[src/rtl/gps_dump_pkg.sv]
// Shared types and constants for the GPS correlator dump capture path.
//   GPS_ACC_W    : accumulator width (signed), matches the correlator
//   GPS_SEQ_W    : dump sequence counter width
//   DROP_CNT_W   : width of the saturating dropped-dump counter
//   dump_entry_t : one captured dump {seq, ie, qe, ip, qp, il, ql}, seq in the MSBs
//   sat_inc_drop : saturating increment for the drop counter
package gps_dump_pkg;

  localparam int GPS_ACC_W  = 18;
  localparam int GPS_SEQ_W  = 32;
  localparam int DROP_CNT_W = 16;

  typedef struct packed {
    logic        [GPS_SEQ_W-1:0] seq;
    logic signed [GPS_ACC_W-1:0] ie;
    logic signed [GPS_ACC_W-1:0] qe;
    logic signed [GPS_ACC_W-1:0] ip;
    logic signed [GPS_ACC_W-1:0] qp;
    logic signed [GPS_ACC_W-1:0] il;
    logic signed [GPS_ACC_W-1:0] ql;
  } dump_entry_t;

  localparam int DUMP_ENTRY_W = $bits(dump_entry_t);

  function automatic logic [DROP_CNT_W-1:0] sat_inc_drop(input logic [DROP_CNT_W-1:0] v);
    return (&v) ? v : v + DROP_CNT_W'(1);
  endfunction

endpackage

[src/rtl/gps_dump_fifo_if.sv]
// Bus bundle between the correlator/consumer side and gps_dump_fifo.
//   master : drives clear, dump_pulse, the six accumulators and rd_ready;
//            observes the head entry, level and drop accounting.
//   slave  : the dump FIFO itself (mirror image of master).
interface gps_dump_fifo_if
  import gps_dump_pkg::*;
#(
  parameter int ACC_W = GPS_ACC_W,
  parameter int DEPTH = 8,
  parameter int SEQ_W = GPS_SEQ_W
);
  localparam int LVL_W = $clog2(DEPTH) + 1;

  logic                    clear;
  logic                    dump_pulse;
  logic signed [ACC_W-1:0] i_early;
  logic signed [ACC_W-1:0] q_early;
  logic signed [ACC_W-1:0] i_prompt;
  logic signed [ACC_W-1:0] q_prompt;
  logic signed [ACC_W-1:0] i_late;
  logic signed [ACC_W-1:0] q_late;

  logic                    rd_valid;
  logic                    rd_ready;
  logic [SEQ_W-1:0]        rd_seq;
  logic signed [ACC_W-1:0] rd_ie;
  logic signed [ACC_W-1:0] rd_qe;
  logic signed [ACC_W-1:0] rd_ip;
  logic signed [ACC_W-1:0] rd_qp;
  logic signed [ACC_W-1:0] rd_il;
  logic signed [ACC_W-1:0] rd_ql;

  logic [LVL_W-1:0]        level;
  logic                    overflow;
  logic [DROP_CNT_W-1:0]   drop_cnt;
  logic [SEQ_W-1:0]        dump_seq;

  modport master (
    output clear, dump_pulse, i_early, q_early, i_prompt, q_prompt, i_late, q_late, rd_ready,
    input  rd_valid, rd_seq, rd_ie, rd_qe, rd_ip, rd_qp, rd_il, rd_ql,
    input  level, overflow, drop_cnt, dump_seq
  );

  modport slave (
    input  clear, dump_pulse, i_early, q_early, i_prompt, q_prompt, i_late, q_late, rd_ready,
    output rd_valid, rd_seq, rd_ie, rd_qe, rd_ip, rd_qp, rd_il, rd_ql,
    output level, overflow, drop_cnt, dump_seq
  );

endinterface

[src/rtl/gps_sync_fifo_fwft.sv]
// Generic single-clock show-ahead (FWFT) FIFO.
//   clk, srst : clock, synchronous active-high reset
//   flush     : synchronous empty, same effect as reset
//   push      : write wr_data; accepted when not full, or when full and popping
//   pop       : consume head; ignored when empty
//   rd_data   : registered head entry, rd_valid registered (level != 0)
//   full, empty, level : occupancy status (level tracked explicitly)
module gps_sync_fifo_fwft #(
  parameter int WIDTH = 8,
  parameter int DEPTH = 8
) (
  input  logic                     clk,
  input  logic                     srst,
  input  logic                     flush,
  input  logic                     push,
  input  logic [WIDTH-1:0]         wr_data,
  input  logic                     pop,
  output logic [WIDTH-1:0]         rd_data,
  output logic                     rd_valid,
  output logic                     full,
  output logic                     empty,
  output logic [$clog2(DEPTH):0]   level
);
  localparam int PTR_W = $clog2(DEPTH);
  localparam int LVL_W = PTR_W + 1;

  logic [WIDTH-1:0] mem [DEPTH];
  logic [PTR_W-1:0] wr_ptr_reg;
  logic [PTR_W-1:0] rd_ptr_reg;
  logic [PTR_W-1:0] rd_ptr_inc;
  logic [LVL_W-1:0] level_reg;
  logic [LVL_W-1:0] level_next;
  logic [WIDTH-1:0] head_reg;
  logic             valid_reg;
  logic             push_ok;
  logic             pop_ok;

  assign full       = (level_reg == LVL_W'(DEPTH));
  assign empty      = (level_reg == '0);
  assign pop_ok     = pop & valid_reg;
  assign push_ok    = push & (~full | pop_ok);
  assign rd_ptr_inc = rd_ptr_reg + PTR_W'(1);

  always_comb begin
    level_next = level_reg;
    case ({push_ok, pop_ok})
      2'b10:   level_next = level_reg + LVL_W'(1);
      2'b01:   level_next = level_reg - LVL_W'(1);
      default: level_next = level_reg;
    endcase
  end

  // Storage carries no reset; occupancy alone decides what is meaningful.
  always_ff @(posedge clk) begin
    if (push_ok && !srst && !flush) begin
      mem[wr_ptr_reg] <= wr_data;
    end
  end

  always_ff @(posedge clk) begin
    if (srst || flush) begin
      wr_ptr_reg <= '0;
      rd_ptr_reg <= '0;
      level_reg  <= '0;
      head_reg   <= '0;
      valid_reg  <= 1'b0;
    end else begin
      if (push_ok) wr_ptr_reg <= wr_ptr_reg + PTR_W'(1);
      if (pop_ok)  rd_ptr_reg <= rd_ptr_inc;
      level_reg <= level_next;
      valid_reg <= (level_next != '0);
      // The head register always mirrors mem[rd_ptr]. The slot after the head
      // is not yet written when level is 1, so the incoming word is bypassed
      // there and into an empty FIFO. When full, the write lands on the slot
      // being popped, never on rd_ptr+1, so the array read stays valid.
      if (pop_ok) begin
        if (level_reg == LVL_W'(1)) begin
          if (push_ok) head_reg <= wr_data;
        end else begin
          head_reg <= mem[rd_ptr_inc];
        end
      end else if (push_ok && empty) begin
        head_reg <= wr_data;
      end
    end
  end

  assign rd_data  = head_reg;
  assign rd_valid = valid_reg;
  assign level    = level_reg;

endmodule

[src/rtl/gps_dump_fifo.sv]
// Capture FIFO for correlator dumps, sample-clock domain.
//   samp_clk, samp_rst : clock, synchronous active-high reset
//   bus (slave)        : dump inputs, FWFT read port, level/overflow/drop_cnt/dump_seq
// Each dump_pulse takes a sequence number (pre-increment value). Dumps that
// arrive while the FIFO is full with no pop in the same cycle are dropped,
// still consuming a sequence number, and are counted in a saturating counter.
module gps_dump_fifo
  import gps_dump_pkg::*;
#(
  parameter int ACC_W = GPS_ACC_W,
  parameter int DEPTH = 8,
  parameter int SEQ_W = GPS_SEQ_W
) (
  input  logic          samp_clk,
  input  logic          samp_rst,
  gps_dump_fifo_if.slave bus
);
  localparam int ENTRY_W = SEQ_W + 6 * ACC_W;
  localparam int LVL_W   = $clog2(DEPTH) + 1;

  logic [ENTRY_W-1:0]      wr_entry;
  logic [ENTRY_W-1:0]      head_entry;
  logic signed [ACC_W-1:0] acc_in  [6];
  logic signed [ACC_W-1:0] acc_out [6];
  logic                    fifo_full;
  logic                    fifo_empty;
  logic                    fifo_valid;
  logic [LVL_W-1:0]        fifo_level;
  logic                    pop;
  logic                    push;
  logic                    drop;

  logic [SEQ_W-1:0]        dump_seq_reg;
  logic                    overflow_reg;
  logic [DROP_CNT_W-1:0]   drop_cnt_reg;

  assign acc_in[0] = bus.i_early;
  assign acc_in[1] = bus.q_early;
  assign acc_in[2] = bus.i_prompt;
  assign acc_in[3] = bus.q_prompt;
  assign acc_in[4] = bus.i_late;
  assign acc_in[5] = bus.q_late;

  // Entry layout matches dump_entry_t: seq in the MSBs, then ie..ql downwards.
  assign wr_entry[ENTRY_W-1 -: SEQ_W] = dump_seq_reg;
  assign bus.rd_seq = head_entry[ENTRY_W-1 -: SEQ_W];

  generate
    for (genvar gi = 0; gi < 6; gi++) begin : g_fields
      assign wr_entry[(5 - gi) * ACC_W +: ACC_W] = acc_in[gi];
      assign acc_out[gi] = head_entry[(5 - gi) * ACC_W +: ACC_W];
    end
  endgenerate

  assign bus.rd_ie = acc_out[0];
  assign bus.rd_qe = acc_out[1];
  assign bus.rd_ip = acc_out[2];
  assign bus.rd_qp = acc_out[3];
  assign bus.rd_il = acc_out[4];
  assign bus.rd_ql = acc_out[5];

  // A dump that coincides with clear is flushed along with the contents.
  assign pop  = ~fifo_empty & bus.rd_ready;
  assign push = bus.dump_pulse & ~bus.clear;
  assign drop = bus.dump_pulse & ~bus.clear & fifo_full & ~pop;

  gps_sync_fifo_fwft #(
    .WIDTH (ENTRY_W),
    .DEPTH (DEPTH)
  ) u_fifo (
    .clk      (samp_clk),
    .srst     (samp_rst),
    .flush    (bus.clear),
    .push     (push),
    .wr_data  (wr_entry),
    .pop      (pop),
    .rd_data  (head_entry),
    .rd_valid (fifo_valid),
    .full     (fifo_full),
    .empty    (fifo_empty),
    .level    (fifo_level)
  );

  always_ff @(posedge samp_clk) begin
    if (samp_rst) begin
      dump_seq_reg <= '0;
      overflow_reg <= 1'b0;
      drop_cnt_reg <= '0;
    end else begin
      // Sequence keeps counting through clear so software sees the gap.
      if (bus.dump_pulse) dump_seq_reg <= dump_seq_reg + SEQ_W'(1);
      if (bus.clear) begin
        overflow_reg <= 1'b0;
        drop_cnt_reg <= '0;
      end else if (drop) begin
        overflow_reg <= 1'b1;
        drop_cnt_reg <= sat_inc_drop(drop_cnt_reg);
      end
    end
  end

  assign bus.rd_valid = fifo_valid;
  assign bus.level    = fifo_level;
  assign bus.overflow = overflow_reg;
  assign bus.drop_cnt = drop_cnt_reg;
  assign bus.dump_seq = dump_seq_reg;

endmodule
[src/flat_wrapper.sv]
// flat-port wrapper written by rule: the top's interface ports become plain ports
module gps_dump_fifo_flat import gps_dump_pkg::*;
#(
  parameter int ACC_W = GPS_ACC_W,
  parameter int DEPTH = 8,
  parameter int SEQ_W = GPS_SEQ_W
)
  (samp_clk, samp_rst, bus_clear, bus_dump_pulse, bus_i_early, bus_q_early, bus_i_prompt, bus_q_prompt, bus_i_late, bus_q_late, bus_rd_ready, bus_rd_valid, bus_rd_seq, bus_rd_ie, bus_rd_qe, bus_rd_ip, bus_rd_qp, bus_rd_il, bus_rd_ql, bus_level, bus_overflow, bus_drop_cnt, bus_dump_seq);
  gps_dump_fifo_if #(.ACC_W(ACC_W), .DEPTH(DEPTH), .SEQ_W(SEQ_W)) bus_i ();
  input  logic samp_clk;
  input  logic samp_rst;
  input wire logic [$bits(bus_i.clear)-1:0] bus_clear;
  input wire logic [$bits(bus_i.dump_pulse)-1:0] bus_dump_pulse;
  input wire logic [$bits(bus_i.i_early)-1:0] bus_i_early;
  input wire logic [$bits(bus_i.q_early)-1:0] bus_q_early;
  input wire logic [$bits(bus_i.i_prompt)-1:0] bus_i_prompt;
  input wire logic [$bits(bus_i.q_prompt)-1:0] bus_q_prompt;
  input wire logic [$bits(bus_i.i_late)-1:0] bus_i_late;
  input wire logic [$bits(bus_i.q_late)-1:0] bus_q_late;
  input wire logic [$bits(bus_i.rd_ready)-1:0] bus_rd_ready;
  output wire logic [$bits(bus_i.rd_valid)-1:0] bus_rd_valid;
  output wire logic [$bits(bus_i.rd_seq)-1:0] bus_rd_seq;
  output wire logic [$bits(bus_i.rd_ie)-1:0] bus_rd_ie;
  output wire logic [$bits(bus_i.rd_qe)-1:0] bus_rd_qe;
  output wire logic [$bits(bus_i.rd_ip)-1:0] bus_rd_ip;
  output wire logic [$bits(bus_i.rd_qp)-1:0] bus_rd_qp;
  output wire logic [$bits(bus_i.rd_il)-1:0] bus_rd_il;
  output wire logic [$bits(bus_i.rd_ql)-1:0] bus_rd_ql;
  output wire logic [$bits(bus_i.level)-1:0] bus_level;
  output wire logic [$bits(bus_i.overflow)-1:0] bus_overflow;
  output wire logic [$bits(bus_i.drop_cnt)-1:0] bus_drop_cnt;
  output wire logic [$bits(bus_i.dump_seq)-1:0] bus_dump_seq;
  assign bus_i.clear = bus_clear;
  assign bus_i.dump_pulse = bus_dump_pulse;
  assign bus_i.i_early = bus_i_early;
  assign bus_i.q_early = bus_q_early;
  assign bus_i.i_prompt = bus_i_prompt;
  assign bus_i.q_prompt = bus_q_prompt;
  assign bus_i.i_late = bus_i_late;
  assign bus_i.q_late = bus_q_late;
  assign bus_i.rd_ready = bus_rd_ready;
  assign bus_rd_valid = bus_i.rd_valid;
  assign bus_rd_seq = bus_i.rd_seq;
  assign bus_rd_ie = bus_i.rd_ie;
  assign bus_rd_qe = bus_i.rd_qe;
  assign bus_rd_ip = bus_i.rd_ip;
  assign bus_rd_qp = bus_i.rd_qp;
  assign bus_rd_il = bus_i.rd_il;
  assign bus_rd_ql = bus_i.rd_ql;
  assign bus_level = bus_i.level;
  assign bus_overflow = bus_i.overflow;
  assign bus_drop_cnt = bus_i.drop_cnt;
  assign bus_dump_seq = bus_i.dump_seq;
  gps_dump_fifo #(.ACC_W(ACC_W), .DEPTH(DEPTH), .SEQ_W(SEQ_W)) u_core (.samp_clk(samp_clk), .samp_rst(samp_rst), .bus(bus_i));
endmodule
[config.mk]
export PLATFORM = sky130hd
export DESIGN_NAME = gps_dump_fifo_flat
export DESIGN_NICKNAME = d
export VERILOG_FILES = /design/src/rtl/gps_dump_pkg.sv /design/src/rtl/gps_dump_fifo_if.sv /design/src/rtl/gps_sync_fifo_fwft.sv /design/src/rtl/gps_dump_fifo.sv /design/src/flat_wrapper.sv
export SDC_FILE = /design/constraint.sdc
export NUM_CORES = 2
export LEC_CHECK = 0
export BUFFER_PORTS_ARGS = -buffer_cell sky130_fd_sc_hd__buf_2
export CAP_MARGIN = 5
export CORE_MARGIN = 2
export CORE_UTILIZATION = 25
export DETAILED_ROUTE_END_ITERATION = 6
export PLACE_DENSITY = 0.49
export SETUP_SLACK_MARGIN = 0.4
export SLEW_MARGIN = 5
export SYNTH_ARGS = -nofsm -noshare
export SYNTH_HDL_FRONTEND = slang
export SYNTH_SLANG_ARGS = --single-unit
[constraint.sdc]
create_clock -name samp_clk -period 18.5 [get_ports samp_clk]
set_clock_uncertainty 0.05 [all_clocks]
set_input_delay 0.925 -clock samp_clk [delete_from_list [all_inputs] [get_ports samp_clk]]
set_output_delay 0.925 -clock samp_clk [all_outputs]
set_load 0.02 [all_outputs]
==> summary.txt <==
Run status -> finished clean
Final Wtd Congestion -> 0.728
Final instance area -> 0.0600 sq mm
Switching Fraction -> 21.6%
Netlist Area Pre-Place -> 0.0507 sq mm
Crit. path cell count -> 11
Core ar. -> 0.202 sq mm
Setup WS pre-CTS -> 13.75 ns
Worst stage delay on the critical path -> 0.81 ns
Reg-to-reg endpoint -> u_core.u_fifo.rd_data[5]$_SDFFE_PP0P_
Antenna violations before repair -> 43
Post-synth EDFFs -> 1120
Critical Path Start Type -> flop
Leak Pwr -> 19.7 nW
Fillers -> 20500
Syn nets -> 4245
Reg2Reg Depth -> 11
Placed inst area -> 0.0551 sq mm
Mean Syn Cell Area -> 12.3 sq um
Final Worst Setup Slack -> 13.99 ns
Clk Latency, worst-skew pair -> 0.79 ns
Core Rows -> 165
Total Wirelength -> 153000 um
Crit Path Max Fanout -> 86
Psw -> 0.00136 W
Critical setup path kind -> reg -> reg
Combinational Power Share -> 2.1%
NumNets Final -> 4475
Setup crit start -> u_core.u_fifo.level[0]$_SDFF_PP0_
Hold crit path type -> in -> reg
Critical path endpoint category -> flop
Vias per inst -> 4.63
IO Count -> 307
Ys async rst share -> 0%
DIE WIDTH -> 454 um
Synthesized instance count -> 4123
Root cell of the clock tree -> clkbuf_16
CTS Buffer Depth -> 3
Count of cell types in the netlist -> 54
Hold slack -> 0.358 ns
Fmax -> 222 MHz
Final Slew Violations -> 0
Area of the multi-input gates -> 0.0120 sq mm
Antenna Violating Nets Remaining -> 0
CP endpoint -> u_core.u_fifo.rd_data[5]$_SDFFE_PP0P_
Largest net degree at the start of global routing -> 194
R2R Setup Slk -> 13.99 ns
Global-route wire length before repair -> 222000 um
Share of layout cells above drive strength 1 -> 13.2%
Max Cap Viol -> 0
Slowest CP cell -> buf_4
Cell family with most CP delay -> buffers and inverters
Wire per inst -> 21.4 um
DIE AREA -> 0.206 sq mm
Worst-path cell chain -> inv_1 -> ha_1 -> and3b_1 -> a21boi_1 -> inv_2 -> ha_1 -> a32oi_4 -> buf_4 -> buf_4 -> o21ai_1 -> a31oi_1
PD cells -> 105 mW/mm^2
Max reg flops -> 1120
RSZ-0062 raised after global routing -> no
Starting DRT DRC Count -> 2877
Final Setup Violations -> 0
Fin util -> 29.7%
Headroom to the max-slew limit -> 23.8%
Clock-pin slew on the worst setup and hold paths -> 0.06 ns
GRT overflow -> 0
Crit path DAT -> 5.16 ns
Synth-to-Final Area Change -> 18.4%
I/O Buffers -> 306
Fin crit period -> 4.51 ns
DRC Markers -> 0
Worst Path Required -> 19.15 ns
Hold Buf Count CTS -> 0
Slew at the pin closest to its max-slew limit -> 1.14 ns
Routed vias -> 33100
Setup Buffers After CTS -> 0
Vias in the first global route -> 32000
Starting Density -> 25.1%
Part of the power in registers -> 51.7%
# resized after CTS -> 0
Hold Path Depth -> 1
CTS Buf Count -> 148
Sequential share of the synthesized area -> 74.3%
Gr usage total -> 14.4%
Final Hold Vio Count -> 0
Post-synth top flop -> edfxtp_1
Synthesis Warnings -> 0
TritonCTS clock tree -> done
Die Ht -> 454 um
H-tree lvl count -> 4
Reg area -> 0.0376 sq mm
DPL Wire Length -> 77600 um
Critical R2R Launch -> u_core.u_fifo.level[0]$_SDFF_PP0_
Drt first pass iters -> 5
Period Utilization, post-route -> 24.4%
Clock power frac -> 46.3%
Clock sink count -> 1320
Synth Register Bits -> 1320
Power Internal -> 0.00494 W
Critical path buffers and inverters -> 4
Worst vdd ir -> 0.0858 mV
Setup TNS Final -> 0 ns
-- how the worst min path moves through the flow --
stage / from / end / slack (ns)
global route: bus_i_early[4] / u_core.u_fifo.mem[1][94]$_DFFE_PP_ / 0.32
CTS: bus_q_prompt[2] / u_core.u_fifo.mem[3][38]$_DFFE_PP_ / 0.29
detailed placement: u_core.bus.overflow$_SDFFE_PP0P_ / u_core.bus.overflow$_SDFFE_PP0P_ / 0.42
global placement: u_core.bus.overflow$_SDFFE_PP0P_ / u_core.bus.overflow$_SDFFE_PP0P_ / 0.40
finish: bus_i_late[0] / u_core.u_fifo.mem[6][18]$_DFFE_PP_ / 0.36
floorplan: u_core.u_fifo.rd_ptr_reg[1]$_SDFFE_PP0N_ / u_core.u_fifo.rd_ptr_reg[1]$_SDFFE_PP0N_ / 0.42
-- layout make-up --
type,count,share of cell area (%)
Antenna cell,10,0.0417
Clock buffer,209,6.78
Clock inverter,65,1.28
Inverter,10,0.0626
Multi-Input combinational cell,2514,20.1
Sequential cell,1320,62.8
Tap cell,2672,5.58
Timing Repair Buffer,359,3.45
-- placed cells by master (no fill, tap or decap), types with 7 or more instances in the layout --
cell and count:
clkinv_2 15, clkbuf_1 48, buf_12 11, o21ai_1 144, a31oi_1 281, edfxtp_1 1120, buf_2 306, diode_2 10
bufinv_16 8, nand3_1 431, nand2_1 1284, inv_1 8, a21oi_1 12, ha_1 9, xnor2_1 17, buf_4 42
and3_1 10, xor2_1 23, clkinv_1 19, inv_6 7, nor2_1 55, nand4_1 160, dfxtp_1 200, nor3_1 7
clkbuf_16 148, clkbuf_8 13
-- through the flow --
step	cells	total power (W)
after floorplan	4123	0.00337
after global placement	6875	0.00345
after detailed placement	6875	0.00345
after CTS	7149	0.00638
after global routing	7156	0.00650
final	7159	0.00629
-- cell families (layout without fill, tap and decap cells) --
group / Yosys count / after routing / synth area share [%]
fa+ha+maj: 9 / 9 / 0.222
simple gates: 1996 / 1996 / 17.0
compound gates: 464 / 464 / 5.43
mux: 3 / 3 / 0.0593
other cells: 0 / 10 / 0
buf+inv: 289 / 643 / 2.26
xor+xnor: 42 / 42 / 0.726
flops: 1320 / 1320 / 74.3
-- synthesized netlist by cell type, types with 3 or more instances --
library cell	count	area, sq um
nor2b_1	4	25.0
xor2_1	24	210
nand4_1	160	1000
buf_2	27	135
xnor2_1	18	158
o211ai_1	5	37.5
and4_1	6	52.6
buf_1	29	109
o21ai_1	144	721
nand2_1	1284	4820
and2_1	6	37.5
or3_1	6	37.5
buf_4	7	52.6
edfxtp_1	1120	33600
nor4_1	5	31.3
nor3_1	10	50.1
nor2_1	60	225
a211oi_1	3	22.5
a21oi_1	12	60.1
mux2i_1	3	30.0
o21ai_0	3	15.0
inv_1	8	30.0
nand3_1	431	2160
ha_1	9	113
clkbuf_1	216	811
and3_1	10	62.6
dfxtp_1	200	4000
a31oi_1	281	1760
-- power by group through the flow --
stage	clock (W)	combinational, W	sequential (W)
after floorplan	0	0.0000435	0.00333
after global placement	0	0.000131	0.00332
after detailed placement	0	0.000132	0.00332
after CTS	0.00299	0.000133	0.00325
final	0.00291	0.000129	0.00325
after global routing	0.00310	0.000144	0.00325
-- per-layer routing --
layer | vias to the layer above | share of wire, % | track usage [%] | routed length, um
met5 | - | 0.063 | 0 | 97
met4 | 14 | 2.4 | 4.52 | 3740
met3 | 228 | 5.2 | 2.74 | 7910
met2 | 859 | 47 | 23.5 | 72400
met1 | 16500 | 45 | 19.4 | 68900
li1 | 15500 | - | - | -
Note: power is estimated with default switching activity, not from simulation.
